[src/rtl/sap1_out_display.sv]
// SAP-1 output display: captures the OUT register byte, converts it to BCD with a sequential
// double-dabble engine and multiplexes three digits onto a shared 7-segment bus.
module sap1_out_display #(
  parameter int unsigned REFRESH_DIV = 1000
) (
  input  logic        clk,
  input  logic        rst,
  input  logic [7:0]  out_data,
  input  logic        lo,
  output logic        busy,
  output logic        disp_valid,
  output logic [11:0] bcd,
  output logic [2:0]  an,
  output logic [6:0]  seg
);

  typedef enum logic [1:0] {StIdle, StConv, StLatch} state_e;

  state_e      state_q, state_d;
  logic [19:0] shift_q, shift_d;
  logic [2:0]  iter_q, iter_d;
  logic        pending_q, pending_d;
  logic [7:0]  pend_data_q, pend_data_d;
  logic [11:0] bcd_q, bcd_d;
  logic        disp_valid_q, disp_valid_d;
  logic        busy_q;
  logic [15:0] refresh_q, refresh_d;
  logic [1:0]  sel_q, sel_d;
  logic [3:0]  digit;
  logic        blank;

  // One double-dabble iteration: correct every BCD nibble, then shift the whole register.
  function automatic logic [19:0] dabble_step(input logic [19:0] s);
    logic [19:0] t;
    t = s;
    if (t[19:16] >= 4'd5) t[19:16] = t[19:16] + 4'd3;
    if (t[15:12] >= 4'd5) t[15:12] = t[15:12] + 4'd3;
    if (t[11:8]  >= 4'd5) t[11:8]  = t[11:8]  + 4'd3;
    return {t[18:0], 1'b0};
  endfunction

  function automatic logic [6:0] seg_decode(input logic [3:0] d);
    logic [6:0] s;
    case (d)
      4'd0:    s = 7'h3F;
      4'd1:    s = 7'h06;
      4'd2:    s = 7'h5B;
      4'd3:    s = 7'h4F;
      4'd4:    s = 7'h66;
      4'd5:    s = 7'h6D;
      4'd6:    s = 7'h7D;
      4'd7:    s = 7'h07;
      4'd8:    s = 7'h7F;
      4'd9:    s = 7'h6F;
      default: s = 7'h00;
    endcase
    return s;
  endfunction

  always_comb begin
    state_d      = state_q;
    shift_d      = shift_q;
    iter_d       = iter_q;
    pending_d    = pending_q;
    pend_data_d  = pend_data_q;
    bcd_d        = bcd_q;
    disp_valid_d = disp_valid_q;
    case (state_q)
      StIdle: begin
        if (lo) begin
          shift_d = {12'h000, out_data};
          iter_d  = 3'd0;
          state_d = StConv;
        end
      end
      StConv: begin
        shift_d = dabble_step(shift_q);
        iter_d  = iter_q + 3'd1;
        if (iter_q == 3'd7) state_d = StLatch;
        // Only the newest byte arriving mid-conversion is kept.
        if (lo) begin
          pend_data_d = out_data;
          pending_d   = 1'b1;
        end
      end
      StLatch: begin
        bcd_d        = shift_q[19:8];
        disp_valid_d = 1'b1;
        if (lo) begin
          shift_d   = {12'h000, out_data};
          iter_d    = 3'd0;
          pending_d = 1'b0;
          state_d   = StConv;
        end else if (pending_q) begin
          shift_d   = {12'h000, pend_data_q};
          iter_d    = 3'd0;
          pending_d = 1'b0;
          state_d   = StConv;
        end else begin
          state_d = StIdle;
        end
      end
      default: state_d = StIdle;
    endcase
  end

  always_comb begin
    refresh_d = refresh_q + 16'd1;
    sel_d     = sel_q;
    if (refresh_q == 16'(REFRESH_DIV - 1)) begin
      refresh_d = 16'd0;
      sel_d     = (sel_q == 2'd2) ? 2'd0 : sel_q + 2'd1;
    end
  end

  always_ff @(posedge clk) begin
    if (rst) begin
      state_q      <= StIdle;
      shift_q      <= 20'h00000;
      iter_q       <= 3'd0;
      pending_q    <= 1'b0;
      pend_data_q  <= 8'h00;
      bcd_q        <= 12'h000;
      disp_valid_q <= 1'b0;
      busy_q       <= 1'b0;
      refresh_q    <= 16'd0;
      sel_q        <= 2'd0;
    end else begin
      state_q      <= state_d;
      shift_q      <= shift_d;
      iter_q       <= iter_d;
      pending_q    <= pending_d;
      pend_data_q  <= pend_data_d;
      bcd_q        <= bcd_d;
      disp_valid_q <= disp_valid_d;
      busy_q       <= (state_d != StIdle);
      refresh_q    <= refresh_d;
      sel_q        <= sel_d;
    end
  end

  // Leading-zero blanking; the ones digit always shows.
  always_comb begin
    digit = bcd_q[3:0];
    blank = 1'b0;
    case (sel_q)
      2'd1: begin
        digit = bcd_q[7:4];
        blank = (bcd_q[11:8] == 4'd0) && (bcd_q[7:4] == 4'd0);
      end
      2'd2: begin
        digit = bcd_q[11:8];
        blank = (bcd_q[11:8] == 4'd0);
      end
      default: begin
        digit = bcd_q[3:0];
        blank = 1'b0;
      end
    endcase
  end

  assign busy       = busy_q;
  assign disp_valid = disp_valid_q;
  assign bcd        = bcd_q;
  assign an         = 3'b001 << sel_q;
  assign seg        = blank ? 7'h00 : seg_decode(digit);

endmodule

[config.mk]
export PLATFORM = sky130hd
export DESIGN_NAME = sap1_out_display
export DESIGN_NICKNAME = d
export VERILOG_FILES = /design/src/rtl/sap1_out_display.sv
export SDC_FILE = /design/constraint.sdc
export NUM_CORES = 1
export LEC_CHECK = 0
export CORE_ASPECT_RATIO = 1.75
export CORE_UTILIZATION = 45
export CTS_CLUSTER_SIZE = 12
export DETAILED_ROUTE_END_ITERATION = 7
export PLACE_DENSITY = 0.63
export SLEW_MARGIN = 15
export SYNTH_ARGS = -nofsm -noshare
export SYNTH_HDL_FRONTEND = slang
export SYNTH_SLANG_ARGS = --single-unit
[constraint.sdc]
create_clock -name clk -period 3.35 [get_ports clk]
set_input_delay 0.335 -clock clk [delete_from_list [all_inputs] [get_ports clk]]
set_output_delay 0.335 -clock clk [all_outputs]
set_load 0.01 [all_outputs]
==> impl_metrics.ini <==
[outcome]
status = completed

[route]
drt_iter0_markers = 153
wire_per_inst_um = 13.9
drc = 0
drt_wl_total_mm = 7.15
via_count = 2866
dr.pass1.iters = 4
viasPerCell = 5.57
drtAntennaViolNets = 0

[timing]
holdWs_ns = 0.352
slew_viol_final = 0
rsz0062_at_grt = no
timing.final.crit_period_ns = 3.16
tightestPinTransition_ns = 0.701
fin_worst_skew_ns = 0.00892
final.setup.worst_slack_ns = 0.189
hold_viol_final = 0
fmax_ghz = 0.316
relSlewSlack_pct = 53.2
setup_tns_ns = 0
period_share_pct = 94.4
setup-violations-final = 0

[power]
switching_share_pct = 22.3
powerDensity_nw_per_um2 = 455
ir_drop_mv = 0.267
pwr-share-clk_pct = 49.8
leakagePower_nw = 1.56
p_seq_share_pct = 44.0
total_power_w = 0.00186
combPwrFrac_pct = 6.2
internal-power_w = 0.00144
p_sw_w = 0.000414

[cts]
cts.sinks = 66
clockBufferDepth = 2
cts-root-buf = clkbuf_16
cts_made_buffers = 9
cts_max_level = 3
clk-insertion-delay-late_ns = 0.34
tritoncts = built
clkSlewWorstSetupHoldPaths_ns = 0.06

[global_routing]
grt_pass1_wl_mm = 12.0
grt_pass1_vias = 2638
antenna_found_initial = 0
track_usage_pct = 20.3
grt_start_max_net_pins = 39
overflow = 0

[placed_design]
preCtsSetupSlack_ns = 0.318
place.gp.congestion = 0.762
hpwl_mm = 4.92
portBuffers = 34

[critical_path]
critical_path_required_ns = 3.01
r2r-end = shift_q[15]
cp_max_fo = 6
path_class = reg2out
cp-start-kind = register
ff2ff_path_depth = 6
cp_data_arrival_time_ns = 2.83
endpoint_kind = primary output
r2r_slack_ns = 1.24
r2r-start = state_q[1]

[run]
drv_cap = 0

[synth]
synth_nets = 426
synth_top_cell_by_area = dfxtp_1
ys_types = 42
ys_seq_area_share_pct = 39.2
synth_xor_area_share_pct = 4.67
synth-seq-cells = 66
synthSimpleGateAreaFrac_pct = 20.5
synth_mux_area_share_pct = 6.68
yosys-top-cells-area = dfxtp_1 39%, ha_1 8.5%, nor2_1 6.6%
netlist_instances = 392
synth_top_family_by_area = simple AND/OR/NAND/NOR gates
synth.avg_cell_area_um2 = 8.61
synth_compound_gate_area_share_pct = 15.9
yosysTopAreaCellShare_pct = 39.2
synth_fa_ha_area_share_pct = 8.53
mappedNetlistArea_um2 = 3370
yosys_warnings = 0

[layout]
area_growth_pct = 21.2
post-route-util_pct = 56.5
final_cell_mix = 66 x dfxtp_1, 59 x nor2_1, 33 x clkdlybuf4s50_1, 32 x a21oi_1, 25 x nand2_1
fill_cells = 672
layout_commonest_cell = dfxtp_1
final_nets = 458
n_antenna_cell = 0
drive_above_1_share_pct = 8.39

[floorplan]
initial_utilization_pct = 46.6
die_w_um = 67.5
rows = 41
dieArea_um2 = 7860
fp.dieH_um = 117
io_pins = 35
core_um2 = 7230

[hold_path]
hold_class = in2reg
hold_start = rst
hold_end = disp_valid
hold_depth = 2
==> worst max-delay path by stage <==
stage / from / end / slack (ns) / cells past startpoint
after floorplan: sel_q[0] / seg[3] / 0.97 / 9
after CTS: sel_q[0] / seg[3] / 0.01 / 8
after global placement: sel_q[0] / seg[3] / 0.40 / 9
final: sel_q[0] / seg[3] / 0.19 / 9
after global routing: sel_q[0] / seg[3] / 0.05 / 9
after detailed placement: sel_q[0] / seg[3] / 0.32 / 9
==> registers in the layout, summed over array words and instances (netlist names) <==
register	count
pend_data_q	8
pending_q	1
state_q	2
refresh_q	16
iter_q	3
shift_q	20
bcd	12
busy	1
disp_valid	1
sel_q	2
==> repair_timing <==
action                                  in CTS  in global routing
buffers inserted                             0                  2
hold buffers                                 0                  0
endpoints found under the setup margin       1                  3
gates resized for setup                      1                  3
==> cell type report <==
class	count	area [um2]	share of cell area, %
Sequential cell	66	1320	32.3
Clock inverter	5	53.8	1.32
Timing Repair Buffer	41	388	9.49
Tap cell	86	108	2.63
Clock buffer	11	243	5.94
Multi-Input combinational cell	291	1920	46.9
Inverter	15	56.3	1.38
==> cell usage after synthesis <==
master     n
a211oi_1   9
a21o_1     2
a21oi_1   33
a21oi_2    1
a221oi_1   8
a22o_1    10
a22oi_1    8
a31oi_1    1
and3_1    10
and4_1     2
buf_1      3
buf_2     10
buf_6      1
clkbuf_1   6
dfxtp_1   66
ha_1      23
inv_1     14
inv_2      1
mux2_2     2
mux2i_1   18
mux2i_4    1
nand2_1   25
nand2b_1   5
nand3_1   20
nand3b_1   1
nand4_1    4
nor2_1    59
nor2_2     2
nor2b_1    2
nor3_1     5
nor3_2     1
nor3b_1    2
nor4_1     3
nor4b_1    1
o211ai_1   1
o21ai_0    8
o22a_1     1
or2_1      1
or2_2      2
or3_1      2
xnor2_1    8
xor2_1    10
==> cells by family (layout without fill, tap and decap cells) <==
kind of cell,after synthesis,in the layout
simple gates,147,147
fa+ha+maj,23,23
buf+inv,35,72
flops,66,66
mux,21,21
compound gates,82,82
xor+xnor,18,18
==> routing by layer <==
metal | GRT usage, % | vias up | wire length, um
met5 | 0 | - | 0
met4 | 10.1 | 0 | 167
met3 | 4.10 | 13 | 161
met2 | 35.9 | 45 | 3860
met1 | 22.2 | 1368 | 2960
li1 | - | 1440 | -
==> stage by stage <==
stage | std cells | instance area (um2)
floorplan | 392 | 3370
global placement | 497 | 3760
detailed placement | 497 | 3760
CTS | 513 | 4060
global route | 515 | 4090
finish | 515 | 4090
==> worst max-delay path, stage by stage, from the launching register on <==
cell	delay, ns
dfxtp_1	0.37
inv_1	0.11
ha_2	0.23
a22o_1	0.27
mux2i_4	0.18
inv_1	0.09
ha_1	0.29
mux2_2	0.26
a21oi_1	0.14
clkdlybuf4s50_1	0.55
==> power by group through the flow <==
stage                     registers, W  clock network, W  logic (W)
after detailed placement      0.000834                 0   0.000117
final                         0.000818          0.000925   0.000116
after CTS                     0.000817          0.000949   0.000117
after global placement        0.000834                 0   0.000115
after global routing          0.000820          0.000981   0.000131
after floorplan               0.000831                 0  0.0000821
Power figures use the tool's default switching activity.
